## src/rtl/stash_seq_ctrl_if.sv

```systemverilog
// Request/strobe bundle between the stopwatch front end, the sequencer and the Stash.
// The master drives the requests and the slave (the sequencer) drives the strobes and status.
interface stash_seq_ctrl_if #(
   parameter int unsigned DATA_W = 8,
   parameter int unsigned DEPTH  = 5
);
   localparam int unsigned CW = $clog2(DEPTH + 1);
   localparam int unsigned IW = (DEPTH > 1) ? $clog2(DEPTH) : 1;

   logic [DATA_W-1:0] time_in;
   logic              lap_req;
   logic              step_req;
   logic              scan_req;
   logic [DATA_W-1:0] stash_sample_in;
   logic              stash_in_valid;
   logic              stash_next_sample;
   logic [CW-1:0]     stored_count;
   logic [IW-1:0]     show_index;
   logic              busy;

   modport master (
      output time_in, lap_req, step_req, scan_req,
      input  stash_sample_in, stash_in_valid, stash_next_sample,
             stored_count, show_index, busy
   );

   modport slave (
      input  time_in, lap_req, step_req, scan_req,
      output stash_sample_in, stash_in_valid, stash_next_sample,
             stored_count, show_index, busy
   );
endinterface

```

## src/rtl/stash_seq_ctrl.sv

```systemverilog
// Sequencer in front of the Stash sample buffer: turns single-cycle lap/step/scan
// requests into Stash write/advance strobes and tracks stored count and shown index.
module stash_seq_ctrl #(
   parameter int unsigned DATA_W     = 8,
   parameter int unsigned DEPTH      = 5,
   parameter int unsigned SCAN_TICKS = 4
) (
   input logic                clk,
   input logic                reset,
   stash_seq_ctrl_if.slave    bus
);
   localparam int unsigned CW = $clog2(DEPTH + 1);
   localparam int unsigned IW = (DEPTH > 1) ? $clog2(DEPTH) : 1;
   localparam int unsigned TW = (SCAN_TICKS > 1) ? $clog2(SCAN_TICKS) : 1;
   localparam logic [TW-1:0] TICK_LAST = TW'(SCAN_TICKS - 1);
   localparam logic [CW-1:0] COUNT_MAX = CW'(DEPTH);

   typedef enum logic [1:0] {ST_IDLE, ST_WRITE, ST_STEP, ST_SCAN} state_t;

   state_t            state_q, state_n;
   logic [DATA_W-1:0] sample_q, sample_n;
   logic              valid_q, valid_n;
   logic              next_q, next_n;
   logic [CW-1:0]     count_q, count_n;
   logic [IW-1:0]     idx_q, idx_n;
   logic              busy_q, busy_n;
   logic [TW-1:0]     tick_q, tick_n;
   logic [CW-1:0]     pulses_q, pulses_n;

   logic [IW-1:0]     idx_inc;
   logic [TW-1:0]     tick_adv;
   logic              do_write;

   // Register every state bit and output; reset drops strobes and counts at once.
   always_ff @(posedge clk or negedge reset) begin
      if (!reset) begin
         state_q  <= ST_IDLE;
         sample_q <= '0;
         valid_q  <= 1'b0;
         next_q   <= 1'b0;
         count_q  <= '0;
         idx_q    <= '0;
         busy_q   <= 1'b0;
         tick_q   <= '0;
         pulses_q <= '0;
      end else begin
         state_q  <= state_n;
         sample_q <= sample_n;
         valid_q  <= valid_n;
         next_q   <= next_n;
         count_q  <= count_n;
         idx_q    <= idx_n;
         busy_q   <= busy_n;
         tick_q   <= tick_n;
         pulses_q <= pulses_n;
      end
   end

   // Next-state and next-output decode; strobes default low so they last one cycle.
   always_comb begin
      state_n  = state_q;
      sample_n = sample_q;
      valid_n  = 1'b0;
      next_n   = 1'b0;
      count_n  = count_q;
      idx_n    = idx_q;
      tick_n   = tick_q;
      pulses_n = pulses_q;
      do_write = 1'b0;

      idx_inc  = (CW'(idx_q) + CW'(1) == count_q) ? '0 : idx_q + IW'(1);
      tick_adv = (tick_q == TICK_LAST) ? '0 : tick_q + TW'(1);

      case (state_q)
         ST_IDLE: begin
            if (bus.lap_req) begin
               do_write = 1'b1;
            end else if (bus.scan_req && count_q != '0) begin
               state_n  = ST_SCAN;
               tick_n   = '0;
               pulses_n = '0;
               // With a one-cycle period the first advance lands in the first SCAN cycle.
               if (TICK_LAST == '0) begin
                  next_n   = 1'b1;
                  idx_n    = idx_inc;
                  pulses_n = CW'(1);
               end
            end else if (bus.step_req && count_q != '0) begin
               state_n = ST_STEP;
               next_n  = 1'b1;
               idx_n   = idx_inc;
            end
         end
         ST_WRITE, ST_STEP: begin
            state_n = ST_IDLE;
         end
         ST_SCAN: begin
            if (bus.lap_req) begin
               do_write = 1'b1;
            end else if (next_q && pulses_q == count_q) begin
               state_n = ST_IDLE;
            end else begin
               // The pulse is raised one edge early so it is visible in the cycle the period completes.
               tick_n = tick_adv;
               if (tick_adv == TICK_LAST) begin
                  next_n   = 1'b1;
                  idx_n    = idx_inc;
                  pulses_n = pulses_q + CW'(1);
               end
            end
         end
         default: begin
            state_n = ST_IDLE;
         end
      endcase

      if (do_write) begin
         state_n  = ST_WRITE;
         sample_n = bus.time_in;
         valid_n  = 1'b1;
         next_n   = 1'b0;
         count_n  = (count_q == COUNT_MAX) ? count_q : count_q + CW'(1);
         idx_n    = '0;
      end

      busy_n = (state_n != ST_IDLE);
   end

   assign bus.stash_sample_in   = sample_q;
   assign bus.stash_in_valid    = valid_q;
   assign bus.stash_next_sample = next_q;
   assign bus.stored_count      = count_q;
   assign bus.show_index        = idx_q;
   assign bus.busy              = busy_q;
endmodule

```

## src/flat_wrapper.sv

```systemverilog
// flat-port wrapper written by rule: the top's interface ports become plain ports
module stash_seq_ctrl_flat 
#(
   parameter int unsigned DATA_W     = 8,
   parameter int unsigned DEPTH      = 5,
   parameter int unsigned SCAN_TICKS = 4
)
  (clk, reset, bus_time_in, bus_lap_req, bus_step_req, bus_scan_req, bus_stash_sample_in, bus_stash_in_valid, bus_stash_next_sample, bus_stored_count, bus_show_index, bus_busy);
  stash_seq_ctrl_if #(.DATA_W(DATA_W), .DEPTH(DEPTH)) bus_i ();
  input logic clk;
  input logic reset;
  input wire logic [$bits(bus_i.time_in)-1:0] bus_time_in;
  input wire logic [$bits(bus_i.lap_req)-1:0] bus_lap_req;
  input wire logic [$bits(bus_i.step_req)-1:0] bus_step_req;
  input wire logic [$bits(bus_i.scan_req)-1:0] bus_scan_req;
  output wire logic [$bits(bus_i.stash_sample_in)-1:0] bus_stash_sample_in;
  output wire logic [$bits(bus_i.stash_in_valid)-1:0] bus_stash_in_valid;
  output wire logic [$bits(bus_i.stash_next_sample)-1:0] bus_stash_next_sample;
  output wire logic [$bits(bus_i.stored_count)-1:0] bus_stored_count;
  output wire logic [$bits(bus_i.show_index)-1:0] bus_show_index;
  output wire logic [$bits(bus_i.busy)-1:0] bus_busy;
  assign bus_i.time_in = bus_time_in;
  assign bus_i.lap_req = bus_lap_req;
  assign bus_i.step_req = bus_step_req;
  assign bus_i.scan_req = bus_scan_req;
  assign bus_stash_sample_in = bus_i.stash_sample_in;
  assign bus_stash_in_valid = bus_i.stash_in_valid;
  assign bus_stash_next_sample = bus_i.stash_next_sample;
  assign bus_stored_count = bus_i.stored_count;
  assign bus_show_index = bus_i.show_index;
  assign bus_busy = bus_i.busy;
  stash_seq_ctrl #(.DATA_W(DATA_W), .DEPTH(DEPTH), .SCAN_TICKS(SCAN_TICKS)) u_core (.clk(clk), .reset(reset), .bus(bus_i));
endmodule
```

## config.mk

```make
export PLATFORM = sky130hd
export DESIGN_NAME = stash_seq_ctrl_flat
export DESIGN_NICKNAME = d
export VERILOG_FILES = /design/src/rtl/stash_seq_ctrl_if.sv /design/src/rtl/stash_seq_ctrl.sv /design/src/flat_wrapper.sv
export SDC_FILE = /design/constraint.sdc
export NUM_CORES = 1
export LEC_CHECK = 0
export CAP_MARGIN = 10
export CORE_MARGIN = 2
export CORE_UTILIZATION = 44
export CTS_CLUSTER_SIZE = 10
export DETAILED_ROUTE_END_ITERATION = 6
export GPL_ROUTABILITY_DRIVEN = 1
export HOLD_SLACK_MARGIN = 0.03
export PLACE_DENSITY = 0.72
export SLEW_MARGIN = 10
export SYNTH_ARGS = -nofsm -noshare
export SYNTH_HDL_FRONTEND = slang
export SYNTH_SLANG_ARGS = --single-unit
```

## constraint.sdc

```tcl
create_clock -name clk -period 1.75 [get_ports clk]
set_clock_uncertainty 0.15 [all_clocks]
set_input_delay 0.35 -clock clk [delete_from_list [all_inputs] [get_ports clk]]
set_output_delay 0.35 -clock clk [all_outputs]
set_load 0.05 [all_outputs]
```

==> flow_summary.json <==
{
  "wirelength_mm": 3.65,
  "viasPerCell": 5.35,
  "antenna_found_initial": 0,
  "drv_slew": 0,
  "violations": "DRC, setup timing",
  "clock_sinks": 24,
  "worst_slack_ns": -0.0542,
  "die_area_um2": 3470,
  "holdBufCountCts": 0,
  "seq_area_frac_synth": 0.453,
  "layout_commonest_cell": "buf_4",
  "areaGrowthSynthToFinish_pct": 68.6,
  "slew_headroom": 0.774,
  "io_pins": 30,
  "r2r_start": "u_core.state_q[1]",
  "post-route-period-util": 1.03,
  "final_layout_size_suffix_gt1_frac": 0.490,
  "hold_path_class": "primary input to async pin",
  "drt_iter0_drc": 38,
  "p_per_area_nw_per_um2": 2000,
  "routedWlPerCell_um": 15.8,
  "gp_congestion": 0.776,
  "syn_nets": 158,
  "cts_buffers": 3,
  "yosysUniqueCellTypes": 34,
  "cpMostUsedCell": "inv_2",
  "ys_ff_latch": 24,
  "placed_cells": 220,
  "clkTransAtPathRegs_ns": 0.15,
  "clk_latency_ns": 0.32,
  "die_w_um": 58.9,
  "slowest_delay_ns": 0.39,
  "root_buffer": "clkbuf_4",
  "dp_slack_ns": -0.299,
  "grt.total_usage": 0.220,
  "drv_cap": 0,
  "dp_hpwl_mm": 2.45,
  "setup_viol": 6,
  "syn-cell-area_um2": 1330,
  "worstPathCellList": "inv_2, ha_4, inv_2, nand2_2, inv_2, a31oi_4, o2111ai_4, nor3b_2, a21o_1",
  "drcViolationCount": 1,
  "start_util": 0.472,
  "cp-end-kind": "register",
  "nets": 224,
  "startpoint": "u_core.state_q[1]",
  "grt_overflow": 0,
  "dr.pass1.iters": 6,
  "layout.cells.non_filler": 231,
  "rsz0062_at_grt": "yes",
  "worst_pin_slew_ns": 0.338,
  "status": "complete, but fails checks",
  "rows": 19,
  "postRouteAntennaNets": 0,
  "r2r_cells": 9,
  "io_buffer_count": 29,
  "cpMaxStageDelayCell": "dfrtp_1",
  "p_leak_nw": 1.07,
  "grt_max_degree": 25,
  "crit_path_start_kind": "register",
  "dieHeight_um": 58.9,
  "crit_required_ns": 1.85,
  "core_um2": 2810,
  "arrival_ns": 1.91,
  "grt_pass1_wl_mm": 5.75,
  "rrSetupSlack_ns": -0.05,
  "tritoncts": "yes",
  "synth_warnings": 0,
  "vdd_ir_drop_max_v": 0.00141,
  "diodes": 0,
  "htreeDepth": 1,
  "min_period_ns": 1.80,
  "reg2reg_to": "u_core.bus.show_index[2]",
  "synth_cells": 135,
  "layout_common_cells": "buf_4 (44), nand2_1 (29), dfrtp_1 (18)",
  "max_freq_ghz": 0.554,
  "cp-endpoint": "u_core.bus.show_index[2]",
  "grt_pass1_vias": 1303,
  "critPathKind": "register to register",
  "finalHoldViolations": 0,
  "crit_path_max_fanout": 3,
  "clock_tree.buffer_depth": 2,
  "vias": 1237,
  "syn_avg_cell_area_um2": 9.81
}
[cell type report]
class | count | area, µm²
Clock inverter | 1 | 30.0
Sequential cell | 24 | 608
Clock buffer | 3 | 22.5
Tap cell | 31 | 38.8
Multi-Input combinational cell | 98 | 895
Timing Repair Buffer | 64 | 602
Fill cell | 173 | 572
Inverter | 10 | 37.5
[flip-flops by register name, indices dropped and copies added (netlist names)]
register                      cells
u_core.bus.busy                   1
u_core.bus.stored_count           3
u_core.state_q                    2
u_core.pulses_q                   3
u_core.tick_q                     2
u_core.bus.stash_sample_in        8
u_core.bus.show_index             3
u_core.bus.stash_in_valid         1
u_core.bus.stash_next_sample      1
[stage by stage]
| step | util | hold WS [ns] | total power, mW | setup TNS, ns | cell area, µm² |
|---|---|---|---|---|---|
| 3_3_place_gp | 0.699 | 0.311 | 3.39 | -2.14 | 1960 |
| 6_report | 0.796 | 0.211 | 4.47 | -0.180 | 2230 |
| 2_1_floorplan | - | -0.0956 | 2.43 | -0.533 | 1390 |
| 5_1_grt | 0.796 | 0.250 | 4.72 | -0.617 | 2230 |
| 3_5_place_dp | 0.699 | 0.318 | 3.46 | -2.57 | 1960 |
| 4_1_cts | 0.759 | 0.202 | 4.20 | -0.118 | 2130 |
[synth_stat cells]
library cell | n | area share
nor3b_1 | 1 | 0.0057
inv_1 | 10 | 0.028
nand3_1 | 1 | 0.0038
nand2_1 | 31 | 0.088
nor3_1 | 1 | 0.0038
clkbuf_1 | 2 | 0.0057
nor2_1 | 3 | 0.0085
a22o_1 | 3 | 0.020
a31oi_1 | 2 | 0.0094
a32oi_1 | 1 | 0.0066
a31o_2 | 2 | 0.013
a21oi_1 | 2 | 0.0076
xnor2_1 | 5 | 0.033
a41oi_2 | 1 | 0.012
xor2_1 | 1 | 0.0066
o2111ai_1 | 1 | 0.0066
nand4b_1 | 1 | 0.0066
dfrtp_1 | 24 | 0.45
a211o_1 | 2 | 0.013
ha_1 | 10 | 0.094
o21ai_0 | 3 | 0.011
a21o_1 | 5 | 0.028
buf_1 | 2 | 0.0057
o31ai_1 | 1 | 0.0057
nand2b_1 | 5 | 0.024
nor2b_1 | 3 | 0.014
a21bo_2 | 1 | 0.0076
and4_1 | 1 | 0.0066
o211a_1 | 2 | 0.015
nor4_1 | 1 | 0.0047
and3_1 | 1 | 0.0047
xnor3_1 | 1 | 0.017
o22ai_1 | 3 | 0.014
a32o_1 | 2 | 0.015
[worst min-delay path by stage]
stage | start | end | depth (start not counted)
after floorplan | reset | u_core.bus.busy | 0
final | reset | u_core.bus.stored_count[1] | 2
after global placement | u_core.bus.stash_sample_in[4] | u_core.bus.stash_sample_in[4] | 2
after CTS | reset | u_core.tick_q[0] | 2
after detailed placement | u_core.bus.stash_sample_in[2] | u_core.bus.stash_sample_in[2] | 2
after global routing | reset | u_core.bus.stash_next_sample | 2
[critical path: cells and delay by family, from the launching register on]
kind | cells | cell delay (ns)
compound gates | 3 | 0.47
flops | 1 | 0.39
simple gates | 2 | 0.30
fa+ha+maj | 1 | 0.26
buf+inv | 3 | 0.16
[routing by layer]
layer,global-route usage,wire length [µm]
met1,0.263,1500
met3,0.0308,126
met2,0.394,1980
met4,0.0909,41
met5,0,0
[power by group]
group | internal, mW | switching [mW] | leakage (nW)
clock network | 0.232 | 0.177 | 0.0279
logic | 1.46 | 1.65 | 0.742
registers | 0.773 | 0.180 | 0.299
[logic make-up (layout without fill, tap and decap cells)]
family,count (synthesis),count (layout),synth area share
xor gates and xnor gates,7,7,0.0567
and+or+nand+nor,49,49,0.170
buffers and inverters,14,78,0.0397
DFF,24,24,0.453
adders and majority gates,10,10,0.0944
AOI/OAI and AO/OA,31,32,0.186
[repair_timing]
action	in CTS	in global routing
endpoints found under the hold margin	0	0
gates resized for setup	18	13
endpoints found under the setup margin	8	11
pin swaps	5	5
buffers inserted	2	5
cloned	0	1
(Power assumes the default switching activity.)
